===== config.mk =====
export PLATFORM = sky130hd
export DESIGN_NAME = disp_panel_ctrl
export DESIGN_NICKNAME = d
export VERILOG_FILES = /design/src/rtl/disp_panel_pkg.sv /design/src/rtl/disp_door_anim.sv /design/src/rtl/disp_panel_ctrl.sv
export SDC_FILE = /design/constraint.sdc
export NUM_CORES = 1
export LEC_CHECK = 0
export CAP_MARGIN = 20
export CORE_ASPECT_RATIO = 0.9
export CORE_MARGIN = 8
export CORE_UTILIZATION = 44
export DETAILED_ROUTE_END_ITERATION = 12
export GPL_TIMING_DRIVEN = 1
export PLACE_DENSITY = 0.73
export SETUP_SLACK_MARGIN = 0.3
export SYNTH_ARGS = -nofsm -noshare
export SYNTH_HDL_FRONTEND = slang
export SYNTH_HIERARCHICAL = 1
export SYNTH_SLANG_ARGS = --single-unit

===== constraint.sdc =====
create_clock -name clk -period 4.2 [get_ports clk]
set_input_delay 0.84 -clock clk [delete_from_list [all_inputs] [get_ports clk]]
set_output_delay 0.84 -clock clk [all_outputs]
set_load 0.03 [all_outputs]

===== src/rtl/disp_panel_pkg.sv =====
// Shared types and constants for the cab display panel controller.
package disp_panel_pkg;

  typedef enum logic [1:0] {
    CLOSED  = 2'd0,
    OPENING = 2'd1,
    OPEN    = 2'd2,
    CLOSING = 2'd3
  } door_state_t;

  localparam logic [1:0] UD_IDLE = 2'b00;
  localparam logic [1:0] UD_UP   = 2'b01;
  localparam logic [1:0] UD_DOWN = 2'b10;

  // Segment patterns {a,b,c,d,e,f,g}, index = displayed digit
  localparam logic [6:0] SEG_DIGIT [1:9] = '{
    7'b0110000, 7'b1101101, 7'b1111001, 7'b0110011, 7'b1011011,
    7'b1011111, 7'b1110000, 7'b1111111, 7'b1111011
  };

  localparam logic [6:0] SEG_RESET = 7'b0110000;

endpackage


===== src/rtl/disp_door_anim.sv =====
// Door LED bar animation: FSM, per-step tick counter, open level and
// centre-outward LED pattern. All outputs registered.
module disp_door_anim
  import disp_panel_pkg::*;
#(
  parameter int DOOR_WIDTH = 6,
  parameter int STEP_TICKS = 4
) (
  input  logic                  clk,
  input  logic                  rst,
  input  logic                  door_cmd,
  output logic [DOOR_WIDTH-1:0] door_led,
  output logic                  door_is_open,
  output logic                  door_is_closed
);

  localparam int HALF = DOOR_WIDTH / 2;
  localparam int LW   = $clog2(HALF + 1);
  localparam int CW   = (STEP_TICKS > 1) ? $clog2(STEP_TICKS) : 1;
  localparam logic [CW-1:0] TERM  = CW'(STEP_TICKS - 1);
  localparam logic [LW-1:0] LVL_F = LW'(HALF);

  door_state_t           state, state_n;
  logic [LW-1:0]         level, level_n;
  logic [CW-1:0]         cnt, cnt_n;
  logic [DOOR_WIDTH-1:0] led_n;

  // Next state: step through levels, reverse in place when door_cmd flips
  always_comb begin
    state_n = state;
    level_n = level;
    cnt_n   = cnt;
    case (state)
      CLOSED: begin
        if (door_cmd) begin
          state_n = OPENING;
          cnt_n   = '0;
        end
      end
      OPENING: begin
        if (!door_cmd) begin
          // Nothing opened yet: reversing lands directly at rest
          cnt_n   = '0;
          state_n = (level == '0) ? CLOSED : CLOSING;
        end else if (cnt == TERM) begin
          cnt_n   = '0;
          level_n = level + LW'(1);
          if (level_n == LVL_F) state_n = OPEN;
        end else begin
          cnt_n = cnt + CW'(1);
        end
      end
      OPEN: begin
        if (!door_cmd) begin
          state_n = CLOSING;
          cnt_n   = '0;
        end
      end
      CLOSING: begin
        if (door_cmd) begin
          cnt_n   = '0;
          state_n = (level == LVL_F) ? OPEN : OPENING;
        end else if (level == '0) begin
          state_n = CLOSED;
        end else if (cnt == TERM) begin
          cnt_n   = '0;
          level_n = level - LW'(1);
          if (level_n == '0) state_n = CLOSED;
        end else begin
          cnt_n = cnt + CW'(1);
        end
      end
      default: state_n = CLOSED;
    endcase
  end

  // LED pattern for the next level: dark band HALF-level .. HALF+level-1
  always_comb begin
    led_n = '1;
    for (int i = 0; i < DOOR_WIDTH; i++) begin
      if (i >= HALF - int'(level_n) && i <= HALF + int'(level_n) - 1)
        led_n[i] = 1'b0;
    end
  end

  // State and registered outputs
  always_ff @(posedge clk) begin
    if (rst) begin
      state          <= CLOSED;
      level          <= '0;
      cnt            <= '0;
      door_led       <= '1;
      door_is_open   <= 1'b0;
      door_is_closed <= 1'b1;
    end else begin
      state          <= state_n;
      level          <= level_n;
      cnt            <= cnt_n;
      door_led       <= led_n;
      door_is_open   <= (state_n == OPEN);
      door_is_closed <= (state_n == CLOSED);
    end
  end

endmodule


===== src/rtl/disp_panel_ctrl.sv =====
// Cab display panel: door LED animation, floor 7-segment digit and
// direction indicators. Define DISP_BLINK_EN for blinking indicators.
module disp_panel_ctrl
  import disp_panel_pkg::*;
#(
  parameter int NUM_FLOORS  = 4,
  parameter int DOOR_WIDTH  = 6,
  parameter int STEP_TICKS  = 4,
  parameter int BLINK_TICKS = 8
) (
  input  logic                  clk,
  input  logic                  rst,
  input  logic                  door_cmd,
  input  logic [NUM_FLOORS-1:0] position,
  input  logic [1:0]            ud_mode,
  output logic [DOOR_WIDTH-1:0] door_led,
  output logic                  door_is_open,
  output logic                  door_is_closed,
  output logic [6:0]            floor_seg,
  output logic                  dir_up,
  output logic                  dir_down
);

  if (NUM_FLOORS < 2 || NUM_FLOORS > 9) begin : g_bad_floors
    $error("disp_panel_ctrl: NUM_FLOORS must be 2..9");
  end
  if (DOOR_WIDTH < 2 || (DOOR_WIDTH % 2) != 0) begin : g_bad_width
    $error("disp_panel_ctrl: DOOR_WIDTH must be even and >= 2");
  end
  if (STEP_TICKS < 1 || BLINK_TICKS < 1) begin : g_bad_ticks
    $error("disp_panel_ctrl: STEP_TICKS and BLINK_TICKS must be >= 1");
  end

  disp_door_anim #(
    .DOOR_WIDTH (DOOR_WIDTH),
    .STEP_TICKS (STEP_TICKS)
  ) u_door (
    .clk            (clk),
    .rst            (rst),
    .door_cmd       (door_cmd),
    .door_led       (door_led),
    .door_is_open   (door_is_open),
    .door_is_closed (door_is_closed)
  );

  logic       pos_onehot;
  logic [6:0] seg_n;

  // Floor digit: only a clean one-hot position replaces the shown digit
  always_comb begin
    pos_onehot = (position != '0) &&
                 ((position & (position - NUM_FLOORS'(1))) == '0);
    seg_n = floor_seg;
    if (pos_onehot) begin
      for (int f = 0; f < NUM_FLOORS; f++) begin
        if (position[f]) seg_n = SEG_DIGIT[4'(f + 1)];
      end
    end
  end

  // Floor digit register
  always_ff @(posedge clk) begin
    if (rst) floor_seg <= SEG_RESET;
    else     floor_seg <= seg_n;
  end

`ifdef DISP_BLINK_EN
  localparam int BW = (BLINK_TICKS > 1) ? $clog2(BLINK_TICKS) : 1;
  localparam logic [BW-1:0] BTERM = BW'(BLINK_TICKS - 1);

  logic [1:0]    mode_q;
  logic [BW-1:0] bcnt, bcnt_n;
  logic          phase, phase_n;   // 0 = lit half-period

  // Blink timer restarts lit whenever the requested mode changes
  always_comb begin
    bcnt_n  = bcnt + BW'(1);
    phase_n = phase;
    if (ud_mode != mode_q) begin
      bcnt_n  = '0;
      phase_n = 1'b0;
    end else if (bcnt == BTERM) begin
      bcnt_n  = '0;
      phase_n = ~phase;
    end
  end

  // Blinking indicators, gated by the lit phase
  always_ff @(posedge clk) begin
    if (rst) begin
      mode_q   <= UD_IDLE;
      bcnt     <= '0;
      phase    <= 1'b0;
      dir_up   <= 1'b0;
      dir_down <= 1'b0;
    end else begin
      mode_q   <= ud_mode;
      bcnt     <= bcnt_n;
      phase    <= phase_n;
      dir_up   <= (ud_mode == UD_UP)   && !phase_n;
      dir_down <= (ud_mode == UD_DOWN) && !phase_n;
    end
  end
`else
  // Steady indicators; reserved mode 11 shows nothing
  always_ff @(posedge clk) begin
    if (rst) begin
      dir_up   <= 1'b0;
      dir_down <= 1'b0;
    end else begin
      dir_up   <= (ud_mode == UD_UP);
      dir_down <= (ud_mode == UD_DOWN);
    end
  end
`endif

endmodule


Word level (Yosys, flattened, before mapping)
Index checks and enable logic that the tools add are counted.
- bits in latches: 0
- word-level logic and storage cells: 91
- bits in writable memories: 0
- output and inout bits: 17
- bits of input ports: 9
- bits in read-only memories: 0
- memories kept: 0
- register bits: 23
- multiplexer cells: 35
- shifts and indexed selects: 0
- divide/modulo/power cells: 0
- reduce and logical (&&, ||, !) cells: 15
- $lt $le $gt $ge: 12
- bitwise gates (word level): 1
- equal/unequal tests: 12
- add/subtract/negate cells: 7
- multiply operators: 0
- operators with widths (cell ; number):
    3-bit by 32-bit >= comparator with 1-bit output (first input constant) ; 2
    4-bit by 32-bit >= comparator with 1-bit output (first input constant) ; 2
    3-bit by 32-bit <= comparator with 1-bit output (first input constant) ; 2
    4-bit by 32-bit <= comparator with 1-bit output (first input constant) ; 2
    2-bit 2-to-1 mux ; 22
    1-bit by 32-bit >= comparator with 1-bit output (first input constant) ; 1
    2-bit by 32-bit >= comparator with 1-bit output (first input constant) ; 1
    1-bit by 32-bit <= comparator with 1-bit output (first input constant) ; 1
    2-bit by 32-bit <= comparator with 1-bit output (first input constant) ; 1
    32-bit by 2-bit subtractor with 32-bit output (second input constant) ; 1
    7-bit 2-to-1 mux ; 4
    2-bit case mux with 4 select lines ; 2
    2-bit equality test (second input constant) ; 7
    2-bit zero test ; 4
    1-bit logical AND ; 7
    1-bit 2-to-1 mux ; 6
    2-bit by 1-bit adder with 2-bit output (second input constant) ; 2
    4-bit AND ; 1
    2-bit by 1-bit equality test with 1-bit output (second input constant) ; 2
    4-bit zero test ; 1
    2-bit inequality test (second input constant) ; 2
    2-bit case mux with 2 select lines ; 1
    4-bit nonzero test ; 1
    4-bit by 1-bit subtractor with 4-bit output (second input constant) ; 1
    6 further kinds ; 6

Longest topological paths before layout
- word-level depth: 10
- mapped depth: 6
- gate-level depth less buffers: 6

Modules after synthesis
The synthesis kept the hierarchy.
- by module, submodules not included (module ; cells each ; area each (um2) ; times used ; seq. area each (um2)):
    disp_door_anim ; 78 ; 675.6 ; 1 ; 240.2
    disp_panel_ctrl ; 43 ; 371.6 ; 1 ; 140.1

Least setup slack after synthesis
Ideal clock, no wire load.
- path type: input -> register
- start: in door_cmd
- end: reg u_door.door_led[0]
- cell stages on the path: 4
- arrival time: 1.985 ns
- data required time: 4.080 ns
- library setup time: 0.120 ns
- buffers on the path: 0
- setup slack: 2.095 ns
- cell sequence: or3b_4 or3_1 a41o_1 or2_1
- cells in the longest elaborated chain, start to end: 7
- elaborated cells on any way between the ends: 10
- those cells by class: add/sub: 3; order compare: 2; mux: 4; reduce/logical: 1
- RTL lines (item ; RTL line ; RTL):
    start, declared ; disp_panel_ctrl.sv:13 ; input logic door_cmd,
    2-bit 2-to-1 mux (on tied branches) ; disp_door_anim.sv:60, disp_door_anim.sv:41 ;
    2-bit case mux with 2 select lines * ; disp_door_anim.sv:33 ; case (state)
    2-bit by 2-bit adder with 3-bit output ; disp_door_anim.sv:81 ; if (i >= HALF - int'(level_n) && i <= HALF + int'(level_n) - 1)
    32-bit by 2-bit subtractor with 32-bit output ; disp_door_anim.sv:81 ;
    1-bit by 32-bit <= comparator with 1-bit output ; disp_door_anim.sv:81 ;
    1-bit logical AND * ; disp_door_anim.sv:81 ;
    1-bit 2-to-1 mux * ; disp_door_anim.sv:81 ;
    end signal, assigned ; disp_door_anim.sv:99 ; door_led <= led_n;
    end, declared ; disp_door_anim.sv:12 ; output logic [DOOR_WIDTH-1:0] door_led,
Every way passes the cells marked *; elsewhere a longest branch is shown, timed or not.
A chain may end at the register's enable or synchronous reset.

Worst setup path in the final report
Same ends and word-level chain as after synthesis.

==> flow_summary_export.csv <==
group,metric,value,unit
outcome,status,"finished clean",
timing,fin_setup_tns,0,ns
yosys,syn_inst,121,
clock_tree,cts_buffers,3,
timing,timing.fmax,398,MHz
cells_and_area,antennaDiodeCount,0,
die,die_h,62.3,um
timing,setup_violations,0,
critical_path,critical_path_class,"input port to register",
drt,routed_wl,2150,um
die,core,2220,um^2
critical_path,startpoint_type,"input port",
timing,fin_ws,1.69,ns
critical_path,end_kind,"register",
cells_and_area,fin_area,1290,um^2
yosys,netlist_area,1050,um^2
drt,num_vias,918,
critical_path,worstReg2RegEnd,"u_door/door_led[0]",
drt,ant_nets,0,
yosys,synth-edff-count,0,
die,die_x,67.4,um
clock_tree,cts_setup_buffers,0,
timing,clock_skew,0.00769,ns
clock_tree,cts_root_buf,"clkbuf_4",
grt,grt_max_degree,16,
yosys,syn_area_per_cell,8.65,um^2
drt,wl_per_cell,13.1,um
clock_tree,clock_latency,0.30,ns
critical_path,cp.arrival,2.70,ns
pwr,p_int,0.248,mW
flow_run,cap_violations,0,
critical_path,crit_path_top_delay_cell,"clkdlybuf4s50_1",
cells_and_area,syn_to_final_growth,22.8,%
die,initial_utilization,47.1,%
die,pin_count,26,
pwr,p_leak,0.457,nW
pwr,finalPower,0.338,mW
clock_tree,cts_resized,0,
place,dpl_cell_area,1260,um^2
timing,hold_violations,0,
pwr,p_sw_share,26.8,%
timing,min_period,2.51,ns
place,pre_cts_slack,1.37,ns
critical_path,required,4.39,ns
clock_tree,holdBufCountCts,0,
yosys,async_flop_share,0,%
critical_path,cpPeakStageDelay,0.58,ns
critical_path,reg2regPathDepth,6,
critical_path,rrSetupSlack,2.08,ns
drt,avgViaCountPerCell,5.56,
grt,grt_pass1_vias,760,
clock_tree,cts_tree,"yes",
clock_tree,h-tree-depth,1,
clock_tree,clock_sinks,19,
drt,drcViolationCount,0,
critical_path,r2r_start,"u_door/level[1]",
timing,fin_crit_sh,59.9,%
place,port_buffers,24,
pwr,power_density,263,nW/um^2
cells_and_area,nets,154,
place,gp_congestion,0.827,
place,dp_hpwl,1640,um
yosys,seq_area_frac_synth,36.3,%
pwr,power_frac_seq,56.9,%
clock_tree,clockBufferDepth,2,
grt,gr-total-overflow,0,
hold_path,hp-start,"floor_seg[2]",
die,dieArea,4200,um^2
yosys,ys_ff_latch,19,
pwr,power.switching,0.0906,mW
timing,finalMaxSlewViolations,0,
hold_path,min_to,"floor_seg[2]",
yosys,yosysWarnings,6,
hold_path,holdPathStages,2,
grt,grt_pass1_wl,3530,um
yosys,synth_cell_types,41,
die,placementRows,16,
pwr,ir_worst_vdd,0.245,mV
hold_path,hold_path.class,"register to register",
drt,drt_iter0_markers,30,
cells_and_area,fin_util,57.9,%
timing,rsz0062_at_grt,"false",
clock_tree,clkTransAtPathRegs,0.10,ns
timing,maxSlewHeadroom,61.1,%
critical_path,crit_chain,"clkdlybuf4s50_1 -> or3b_4 -> or3_1 -> a41o_1 -> or2_1",
pwr,power.share.clock,26.1,%
critical_path,cp_max_fo,12,
timing,worst_pin_slew,0.569,ns
yosys,synthesis.nets,136,
grt,grt_use_total,10.5,%
pwr,p_comb_share,17.0,%
drt,detail_route.first_pass.iterations,4,
grt,antenna_found_initial,0,
yosys,synth_flop_cell,"dfxtp_1",
cells_and_area,drive_gt1_share,7.25,%
==> kinds of logic after synthesis <==
logic type	count (synthesis)	synth area share (%)
flops	19	36.3
fa+ha+maj	7	8.12
other cells	1	0.358
compound gates	33	22.1
simple gates	44	24.5
xor+xnor	1	0.836
buf+inv	16	7.77
==> worst max-delay path by stage <==
stage                         end     start  depth (start not counted)
2_1_floorplan  u_door/door_led[0]  door_cmd                          4
6_report       u_door/door_led[0]  door_cmd                          5
3_3_place_gp   u_door/door_led[0]  door_cmd                          5
3_5_place_dp   u_door/door_led[0]  door_cmd                          5
4_1_cts        u_door/door_led[0]  door_cmd                          5
5_1_grt        u_door/door_led[0]  door_cmd                          5
==> power by group through the flow <==
stage | Clock (mW) | Combinational [mW] | Sequential [mW]
finish | 0.0884 | 0.0575 | 0.192
CTS | 0.0924 | 0.0575 | 0.192
global placement | 0 | 0.0566 | 0.196
global route | 0.102 | 0.0621 | 0.194
detailed placement | 0 | 0.0574 | 0.196
floorplan | 0 | 0.0311 | 0.202
==> stage by stage <==
step | cells | hold WS [ns]
6_report | 165 | 0.506
3_3_place_gp | 161 | 0.478
3_5_place_dp | 161 | 0.492
2_1_floorplan | 121 | 0.517
4_1_cts | 165 | 0.510
5_1_grt | 165 | 0.535
==> flip-flops by register name (all words and copies together) (netlist names) <==
register and count:
dir_down 1, dir_up 1, u_door/cnt 2, floor_seg 5, u_door/door_is_open 1, u_door/state 2
u_door/door_is_closed 1, u_door/level 2, u_door/door_led 4
==> metal layers <==
layer,track usage (%),part of all wire (%),up-vias
li1,-,-,463
met1,12.8,46,427
met2,14.8,44,24
met3,5.73,8.6,4
met4,3.92,1.3,0
met5,0,0,-
==> cells in the mapped netlist, types with 2 or more instances <==
cell type | instances | area, um^2
or2_1 | 2 | 12.5
a211oi_1 | 6 | 45.0
buf_4 | 5 | 37.5
o21ai_0 | 6 | 30.0
clkbuf_1 | 4 | 15.0
nor2_1 | 7 | 26.3
nor2b_1 | 4 | 25.0
inv_1 | 5 | 18.8
nand2b_1 | 3 | 18.8
a31oi_1 | 4 | 25.0
nor3b_1 | 3 | 22.5
dfxtp_1 | 19 | 380
nor3_1 | 3 | 15.0
ha_1 | 6 | 75.1
nand3_1 | 2 | 10.0
nand2_1 | 10 | 37.5
buf_2 | 2 | 10.0
a41o_1 | 2 | 20.0
a21oi_1 | 5 | 25.0
o21ai_1 | 2 | 10.0
==> layout by cell type, fill, tap and decap left out, types with 5 or more instances in the layout <==
cell             Yosys  final
dfxtp_1             19     19
o21ai_0              6      6
nand2_1             10     10
ha_1                 6      6
inv_1                5      5
nor2_1               7      7
clkdlybuf4s50_1      0     24
a21oi_1              5      5
a211oi_1             6      6
==> worst max-delay path: cells and delay by family <==
kind | cells | cell delay (ns)
AND/OR/NAND/NOR | 3 | 1.03
buffers and inverters | 1 | 0.58
AO/OA/AOI/OAI | 1 | 0.26
==> cell type report <==
class,instances,area [um^2]
clock buffers,3,22.5
clock inverters,1,5.00
fillers,208,936
inverters,5,18.8
multi-input cells,86,586
flip-flops and latches,19,380
well taps,27,33.8
repair buffers,24,240
(Power assumes the default switching activity.)
